$ cat src/rtl/argon_pkg.sv
// Shared types and constants for the Argon register-file sequencer.
package argon_pkg;

    localparam int unsigned WordW = 16;

    typedef logic [WordW-1:0] word_t;
    typedef logic [3:0]       reg_idx_t;

    typedef enum logic [3:0] {
        StIdle,
        StSelect,
        StRdA,
        StRdB,
        StCapB,
        StOpnd,
        StWaitRes,
        StWrite,
        StDone
    } seq_state_t;

    // Field offsets of the register indices inside the select word.
    localparam int unsigned SEL_A_LSB = 0;
    localparam int unsigned SEL_B_LSB = 4;
    localparam int unsigned SEL_C_LSB = 8;

endpackage

$ cat src/rtl/argon_seq_timer.sv
// Result-wait timer: counts cycles while enabled and flags the cycle on which the
// RES_TIMEOUT-th wait cycle is reached. RES_TIMEOUT = 0 disables expiry.
module argon_seq_timer #(
    parameter int unsigned RES_TIMEOUT = 255
) (
    input  logic clk_i,
    input  logic rst_i,
    input  logic clear_i,
    input  logic en_i,
    output logic expired_o
);

    // Counter only needs to hold 0 .. RES_TIMEOUT-1.
    localparam int unsigned CntW = (RES_TIMEOUT > 1) ? $clog2(RES_TIMEOUT) : 1;
    localparam logic [CntW-1:0] Terminal = CntW'(RES_TIMEOUT - 1);
    localparam bit Enabled = (RES_TIMEOUT != 0);

    logic [CntW-1:0] count_q, count_d;
    logic            hit;

    assign hit       = Enabled && (count_q == Terminal);
    assign expired_o = en_i && hit;

    // Next count: clear wins, saturate at the terminal value.
    always_comb begin
        count_d = count_q;
        if (clear_i) begin
            count_d = '0;
        end else if (en_i && !hit) begin
            count_d = count_q + CntW'(1);
        end
    end

    // Count register with synchronous reset.
    always_ff @(posedge clk_i) begin
        if (rst_i) begin
            count_q <= '0;
        end else begin
            count_q <= count_d;
        end
    end

endmodule

$ cat src/rtl/argon_regfile_sequencer.sv
// Argon register-file sequencer: reads two source registers over the shared bus,
// hands them to an execute unit, and writes the result back to the destination.
// Optional build macro ARGON_SEQ_ZERO_SKIP_EN skips regfile cycles for index 0.
module argon_regfile_sequencer
    import argon_pkg::*;
#(
    parameter int unsigned WORD_W      = 16,
    parameter int unsigned RES_TIMEOUT = 255
) (
    input  logic              i_Clk,
    input  logic              i_Reset,
    input  logic              i_req_valid,
    output logic              o_req_ready,
    input  logic [3:0]        i_req_idxA,
    input  logic [3:0]        i_req_idxB,
    input  logic [3:0]        i_req_idxC,
    output logic [WORD_W-1:0] o_bus_data,
    output logic              o_bus_drive,
    input  logic [WORD_W-1:0] i_bus_data,
    output logic              o_selectLatch,
    output logic              o_outputA,
    output logic              o_outputB,
    output logic              o_latchC,
    output logic              o_opnd_valid,
    input  logic              i_opnd_ready,
    output logic [WORD_W-1:0] o_opnd_a,
    output logic [WORD_W-1:0] o_opnd_b,
    input  logic              i_res_valid,
    input  logic [WORD_W-1:0] i_res_data,
    output logic              o_busy,
    output logic              o_done,
    output logic              o_err
);

`ifdef ARGON_SEQ_ZERO_SKIP_EN
    localparam bit ZeroSkip = 1'b1;
`else
    localparam bit ZeroSkip = 1'b0;
`endif

    seq_state_t        state_q, state_d;
    reg_idx_t          idx_a_q, idx_a_d;
    reg_idx_t          idx_b_q, idx_b_d;
    reg_idx_t          idx_c_q, idx_c_d;
    logic [WORD_W-1:0] opnd_a_q, opnd_a_d;
    logic [WORD_W-1:0] opnd_b_q, opnd_b_d;
    logic [WORD_W-1:0] res_q, res_d;
    logic              err_q, err_d;

    logic skip_a, skip_b, skip_c;
    logic timer_expired;

    // Register 0 always reads 0 and ignores writes, so its cycles can be dropped.
    assign skip_a = ZeroSkip && (idx_a_q == '0);
    assign skip_b = ZeroSkip && (idx_b_q == '0);
    assign skip_c = ZeroSkip && (idx_c_q == '0);

    assign o_opnd_a = opnd_a_q;
    assign o_opnd_b = opnd_b_q;
    assign o_busy   = (state_q != StIdle);

    argon_seq_timer #(
        .RES_TIMEOUT (RES_TIMEOUT)
    ) u_timer (
        .clk_i     (i_Clk),
        .rst_i     (i_Reset),
        .clear_i   (state_q != StWaitRes),
        .en_i      (state_q == StWaitRes),
        .expired_o (timer_expired)
    );

    // Next-state, datapath capture and Moore outputs for the sequencer FSM.
    always_comb begin
        state_d  = state_q;
        idx_a_d  = idx_a_q;
        idx_b_d  = idx_b_q;
        idx_c_d  = idx_c_q;
        opnd_a_d = opnd_a_q;
        opnd_b_d = opnd_b_q;
        res_d    = res_q;
        err_d    = err_q;

        o_req_ready   = 1'b0;
        o_bus_data    = '0;
        o_bus_drive   = 1'b0;
        o_selectLatch = 1'b0;
        o_outputA     = 1'b0;
        o_outputB     = 1'b0;
        o_latchC      = 1'b0;
        o_opnd_valid  = 1'b0;
        o_done        = 1'b0;
        o_err         = 1'b0;

        case (state_q)
            StIdle: begin
                o_req_ready = 1'b1;
                if (i_req_valid) begin
                    idx_a_d  = i_req_idxA;
                    idx_b_d  = i_req_idxB;
                    idx_c_d  = i_req_idxC;
                    opnd_a_d = '0;
                    opnd_b_d = '0;
                    res_d    = '0;
                    err_d    = 1'b0;
                    state_d  = StSelect;
                end
            end
            StSelect: begin
                o_bus_data[SEL_A_LSB +: 4] = idx_a_q;
                o_bus_data[SEL_B_LSB +: 4] = idx_b_q;
                o_bus_data[SEL_C_LSB +: 4] = idx_c_q;
                o_bus_drive   = 1'b1;
                o_selectLatch = 1'b1;
                if (!skip_a) begin
                    state_d = StRdA;
                end else if (!skip_b) begin
                    state_d = StRdB;
                end else begin
                    state_d = StOpnd;
                end
            end
            StRdA: begin
                o_outputA = 1'b1;
                state_d   = StRdB;
            end
            StRdB: begin
                // Regfile output is registered: A appears the cycle after its strobe.
                o_outputB = !skip_b;
                if (!skip_a) begin
                    opnd_a_d = i_bus_data;
                end
                state_d = skip_b ? StOpnd : StCapB;
            end
            StCapB: begin
                opnd_b_d = i_bus_data;
                state_d  = StOpnd;
            end
            StOpnd: begin
                o_opnd_valid = 1'b1;
                if (i_opnd_ready) begin
                    if (i_res_valid) begin
                        res_d   = i_res_data;
                        state_d = skip_c ? StDone : StWrite;
                    end else begin
                        state_d = StWaitRes;
                    end
                end
            end
            StWaitRes: begin
                // A result arriving on the expiry cycle takes priority over the abort.
                if (i_res_valid) begin
                    res_d   = i_res_data;
                    state_d = skip_c ? StDone : StWrite;
                end else if (timer_expired) begin
                    err_d   = 1'b1;
                    state_d = StDone;
                end
            end
            StWrite: begin
                o_bus_data  = res_q;
                o_bus_drive = 1'b1;
                o_latchC    = 1'b1;
                state_d     = StDone;
            end
            StDone: begin
                o_done  = 1'b1;
                o_err   = err_q;
                state_d = StIdle;
            end
            default: begin
                state_d = StIdle;
            end
        endcase
    end

    // State and datapath registers with synchronous reset.
    always_ff @(posedge i_Clk) begin
        if (i_Reset) begin
            state_q  <= StIdle;
            idx_a_q  <= '0;
            idx_b_q  <= '0;
            idx_c_q  <= '0;
            opnd_a_q <= '0;
            opnd_b_q <= '0;
            res_q    <= '0;
            err_q    <= 1'b0;
        end else begin
            state_q  <= state_d;
            idx_a_q  <= idx_a_d;
            idx_b_q  <= idx_b_d;
            idx_c_q  <= idx_c_d;
            opnd_a_q <= opnd_a_d;
            opnd_b_q <= opnd_b_d;
            res_q    <= res_d;
            err_q    <= err_d;
        end
    end

endmodule

$ cat config.mk
export PLATFORM = sky130hd
export DESIGN_NAME = argon_regfile_sequencer
export DESIGN_NICKNAME = d
export VERILOG_FILES = /design/src/rtl/argon_pkg.sv /design/src/rtl/argon_seq_timer.sv /design/src/rtl/argon_regfile_sequencer.sv
export SDC_FILE = /design/constraint.sdc
export NUM_CORES = 1
export LEC_CHECK = 0
export ABC_AREA = 1
export BUFFER_PORTS_ARGS = -buffer_cell sky130_fd_sc_hd__buf_2
export CAP_MARGIN = 20
export CORE_MARGIN = 2
export CORE_UTILIZATION = 51
export CTS_CLUSTER_DIAMETER = 30
export DETAILED_ROUTE_END_ITERATION = 16
export PLACE_DENSITY = 0.8
export SLEW_MARGIN = 15
export SYNTH_ARGS = -nofsm -noshare
export SYNTH_HDL_FRONTEND = slang
export SYNTH_HIERARCHICAL = 1
export SYNTH_SLANG_ARGS = --single-unit
$ cat constraint.sdc
create_clock -name i_Clk -period 2.25 [get_ports i_Clk]
set_input_delay 0.225 -clock i_Clk [delete_from_list [all_inputs] [get_ports i_Clk]]
set_output_delay 0.225 -clock i_Clk [all_outputs]
set_load 0.02 [all_outputs]
# Word level (Yosys, flattened, before mapping)
# Cells that the tools add are included.
[word_totals]
reg_bits = 73
output_inout_bits = 58
wordCells = 69
[op_classes]
addsub = 1
eq_ne = 15
muxes = 27
n_reduce_logical = 17
[op_table]
columns = ["cell", "count"]
rows = [
  ["$pmux W16 S2", 2],
  ["$mux W16", 3],
  ["$pmux W16 S3", 1],
  ["$pmux W4 S8", 1],
  ["$pmux W12 S2", 1],
  ["$mux W4", 5],
  ["$eq A4 B3 Y1 const B", 4],
  ["$mux W1", 13],
  ["$add A8 B1 Y8 const B", 1],
  ["$eq A4 B2 Y1 const B", 2],
  ["$eq A8 B8 Y1 const B", 1],
  ["$ne A2 B2 Y1 const B", 4],
  ["$reduce_and A2 Y1", 3],
  ["$reduce_and A3 Y1", 2],
  ["$reduce_bool A2 Y1", 3],
  ["$eq A4 B1 Y1 const B", 1],
  ["$eq A4 B4 Y1 const B", 1],
  ["$logic_not A4 Y1", 1],
  ["$ne A4 B3 Y1 const B", 1],
  ["$reduce_and A4 Y1", 1],
  ["$reduce_bool A4 Y1", 1],
  ["$reduce_or A2 Y1", 2],
  ["$ne A3 B3 Y1 const B", 1],
  ["$reduce_bool A3 Y1", 1],
  ["other kinds (3)", 4],
]

# Depth between registers and ports, before layout
[logic_depth]
depth_word = 5
mapped_depth = 13

# Cells and area by module
# The synthesis kept the hierarchy.
[by_module_without_submodules]
columns = ["module", "n_inst", "cells_per_inst", "area_each_um2", "seq_area_each_um2"]
rows = [
  ["argon_regfile_sequencer", 1, 410, 2859.0, 1301.2],
  ["argon_seq_timer", 1, 70, 481.7, 160.2],
]

# Worst setup path after synthesis
# Ideal clock, no wire load.
[synth_timing]
path_kind = "reg2out"
from = "register state_q[0]"
to = "output o_err"
arrival_ns = 1.625
required_time_ns = 2.025
path_slack_ns = 0.400
stages_incl_launch_ff = 6
path_cell_list = "dfxtp_1 -> nor2_1 -> buf_2 -> buf_1 -> inv_1 -> nor4_1"
[synth_between]
elab_chain_cells = 2
[synth_rtl]
columns = ["element", "line", "source"]
rows = [
  ["from (decl)", "argon_regfile_sequencer.sv:41", "seq_state_t state_q, state_d;"],
  ["from (signal assigned)", "argon_regfile_sequencer.sv:179", "state_q <= StIdle;"],
  ["from (signal assigned)", "argon_regfile_sequencer.sv:188", "state_q <= state_d;"],
  ["$eq A4 B4 Y1", "argon_regfile_sequencer.sv:94", "case (state_q)"],
  ["$mux W1", "argon_regfile_sequencer.sv:94", ""],
  ["to (decl)", "argon_regfile_sequencer.sv:32", "output logic o_err"],
]
# No other way between the ends.

# Final worst setup path
[layout_timing]
from = "register state_q[0]"
to = "output o_bus_data[11]"
[layout_between]
elab_chain_cells = 2
word_cells_on_any_way = 3
cone_classes = "2 x eq/ne; 1 x mux"
[layout_rtl]
columns = ["element", "line", "source"]
rows = [
  ["$eq A4 B3 Y1 or $eq A4 B1 Y1 (tied branches)", "argon_regfile_sequencer.sv:94", ""],
  ["$pmux W12 S2 *", "argon_regfile_sequencer.sv:94", ""],
  ["to (decl)", "argon_regfile_sequencer.sv:17", "output logic [WORD_W-1:0] o_bus_data,"],
]
# Every way passes the cells marked *; elsewhere a longest branch is shown, timed or not.

==> results.json <==
{
  "status": "complete, no violations",
  "antennaDiodeCount": 0,
  "grt_pass1_vias": 3200,
  "slew_viol_final": 0,
  "synth_top_cell_by_area": "dfxtp_1",
  "cts_tree": "done",
  "cts_buffer_depth": 2,
  "fin_worst_skew_ps": 9.84,
  "htree_levels": 3,
  "slowest_stage": "dfxtp_1",
  "ios": 107,
  "critical_path_class": "reg2out",
  "maxSlewHeadroom": 0.589,
  "r2r-start": "state_q[1]",
  "post-place-ws_ps": 323,
  "rsz0062_at_grt": "no",
  "async_reset_ff_frac": 0,
  "power.clock.fraction": 0.337,
  "vdd_drop_max_mv": 0.511,
  "grt_max_degree": 58,
  "r2r-end": "state_q[1]",
  "p_seq_frac": 0.468,
  "swShare": 0.309,
  "vias_per_cell": 5.18,
  "post-route-period-util": 0.886,
  "synth_area_leaders": "dfxtp_1 44%, nand3_1 10%, nand2_1 10%",
  "first_pass_iters": 5,
  "pwr-share-comb": 0.196,
  "post-route-min-period_ps": 1990,
  "p_int_mw": 2.12,
  "crit_path_end_kind": "output port",
  "synthesis.nets": 531,
  "finalWirelength_um": 8460,
  "dpl.cell_count": 644,
  "ys_ff_latch": 73,
  "cap_violations": 0,
  "cts_setup_buffers": 0,
  "crit_chain": "inv_1 > nor2_2 > nand2_1 > o22ai_1 > buf_2",
  "setup_slack_ps": 257,
  "worst_skew_pair.late_latency_ps": 350,
  "synth_common_cells": "90 x nand2_1, 73 x dfxtp_1, 69 x nand3_1, 61 x nor2_1, 51 x a21oi_1",
  "place_congestion": 0.858,
  "p_sw_mw": 0.951,
  "syn_area_mm2": 0.00334,
  "hold_path.class": "in2reg",
  "crit_path_start_kind": "register",
  "power.total_mw": 3.07,
  "ys_warn_count": 6,
  "holdWs_ps": 134,
  "antenna_found_initial": 0,
  "dieWidth_um": 84.9,
  "finalHoldViolations": 0,
  "crit_cells": 5,
  "wl_per_cell_um": 12.8,
  "fillerInstances": 593,
  "synth_edf_count": 0,
  "dieArea_mm2": 0.00721,
  "max_stage_delay_ps": 400,
  "ys.flop_type": "dfxtp_1",
  "final_cells": 660,
  "die_h_um": 84.9,
  "num_rows": 29,
  "antenna_left": 0,
  "hold_end": "o_opnd_a[15]",
  "p_per_area_mw_per_mm2": 752,
  "synth_area_per_cell_um2": 6.96,
  "synth_cell_types": 29,
  "cts.root.buffer_cell": "clkbuf_8",
  "drive_above_1_share": 0.254,
  "vias": 3419,
  "yosysTopAreaCellShare": 0.437,
  "synth_most_common_cell": "nand2_1",
  "area_growth_pct": 22.4,
  "worstMarginPinSlew_ps": 615,
  "grt_pass1_wl_um": 14200,
  "core_region_area_mm2": 0.00635,
  "syn_inst": 480,
  "r2r_cells": 12,
  "worst-path-buf-inv": 2,
  "start_util": 0.526,
  "place_hpwl_um": 6130,
  "reg2reg_slack_ps": 330,
  "crit_family": "simple AND/OR/NAND/NOR gates",
  "path_max_fanout": 15,
  "hp-start": "i_bus_data[15]",
  "max_freq_ghz": 0.502,
  "synth_seq_area_share": 0.437,
  "hold_depth": 3,
  "drt_iter0_markers": 239,
  "crit_required_ps": 2030,
  "cellLeakagePower_nw": 1.88,
  "post-route-drc-count": 0,
  "clkTransAtPathRegs_ps": 80,
  "cts_buffers": 9,
  "overflow": 0,
  "grt_use_total": 0.242,
  "final_nets": 629,
  "tns_ps": 0,
  "cts.sinks": 73,
  "setup-violations-final": 0,
  "crit_arrival_ps": 1770,
  "portBuffers": 106
}
==> metal layers <==
layer  vias to the layer above  track usage  share of wire
met5                         -            0              0
met4                         0       0.0981          0.020
met3                        18       0.0739          0.077
met2                       129        0.388           0.47
met1                      1536        0.306           0.43
li1                       1736            -              -
==> power groups by stage <==
stage               logic (mW)  registers, mW  clock network, mW
detailed placement       0.598           1.47                  0
finish                   0.602           1.44               1.04
CTS                      0.603           1.44               1.05
global route             0.682           1.45               1.13
floorplan                0.442           1.46                  0
global placement         0.591           1.46                  0
==> registers in the layout (all words and copies together) (netlist names) <==
signal and flops:
err_q 1, state_q 4, idx_b_q 4, idx_a_q 4, idx_c_q 4, res_q 16
u_timer/count_q 8, o_opnd_b 16, o_opnd_a 16
==> worst reg2reg max path, cell delays in order, from the launching register on <==
cell and delay [ps]:
dfxtp_1 410, inv_1 60, nor2_1 210, nand2_2 150, inv_2 150, inv_1 60, nor2_1 170, inv_1 60
nand2_1 70, nor2_1 50, nor2_1 200, o21ai_0 120, a21oi_1 150
==> logic make-up (layout without fill, tap and decap cells) <==
family          after synthesis  in the layout  share of synthesized area
xor+xnor                      3              3                    0.00787
flops                        73             73                      0.437
fa+ha+maj                     2              2                    0.00749
buf+inv                      81            184                      0.103
simple gates                240            240                      0.322
compound gates               81             81                      0.122
==> layout by cell type, fill, tap and decap left out, types with 2 or more instances in the layout <==
cell type / Yosys / routed
a21oi_1: 51 / 51
buf_2: 8 / 106
buf_4: 5 / 7
clkbuf_8: 0 / 10
clkinvlp_4: 0 / 3
dfxtp_1: 73 / 73
ha_1: 2 / 2
inv_1: 50 / 49
inv_2: 3 / 4
nand2_1: 90 / 90
nand2_2: 5 / 5
nand2_4: 2 / 2
nand3_1: 69 / 69
nand3_2: 2 / 2
nand4_1: 3 / 3
nor2_1: 61 / 61
nor2_2: 2 / 2
nor2_4: 2 / 2
o21ai_0: 27 / 27
o22ai_1: 3 / 3
xnor2_1: 2 / 2
==> metrics by stage <==
stage | util | cell area (um2)
finish | 0.644 | 4090
global route | 0.644 | 4090
CTS | 0.644 | 4090
detailed placement | 0.612 | 3890
global placement | 0.612 | 3890
floorplan | - | 3340
==> final cells by class <==
type	count	area (um2)	share of cell area
clock buffer	10	138	0.0336
clock inverter	6	66.3	0.0162
inverter	55	209	0.0511
multi-input combinational	326	1540	0.376
sequential	73	1460	0.357
tap	77	96.3	0.0236
timing repair buffer	113	583	0.143
==> how the worst max path moves through the flow <==
| stage | to | from | slack [ps] |
|---|---|---|---|
| 6_report | o_bus_data[11] | state_q[0] | 260 |
| 5_1_grt | o_bus_data[7] | state_q[2] | 20 |
| 4_1_cts | o_bus_data[11] | state_q[2] | 270 |
| 3_5_place_dp | state_q[1] | state_q[1] | 320 |
| 3_3_place_gp | state_q[1] | state_q[1] | 390 |
| 2_1_floorplan | o_err | state_q[0] | 400 |
==> timing repair <==
action	in CTS	in global routing
setup endpoints to repair	0	1
hold buffers	0	0
resized for setup	0	1
No activity file was read; power rests on OpenSTA's default activity.
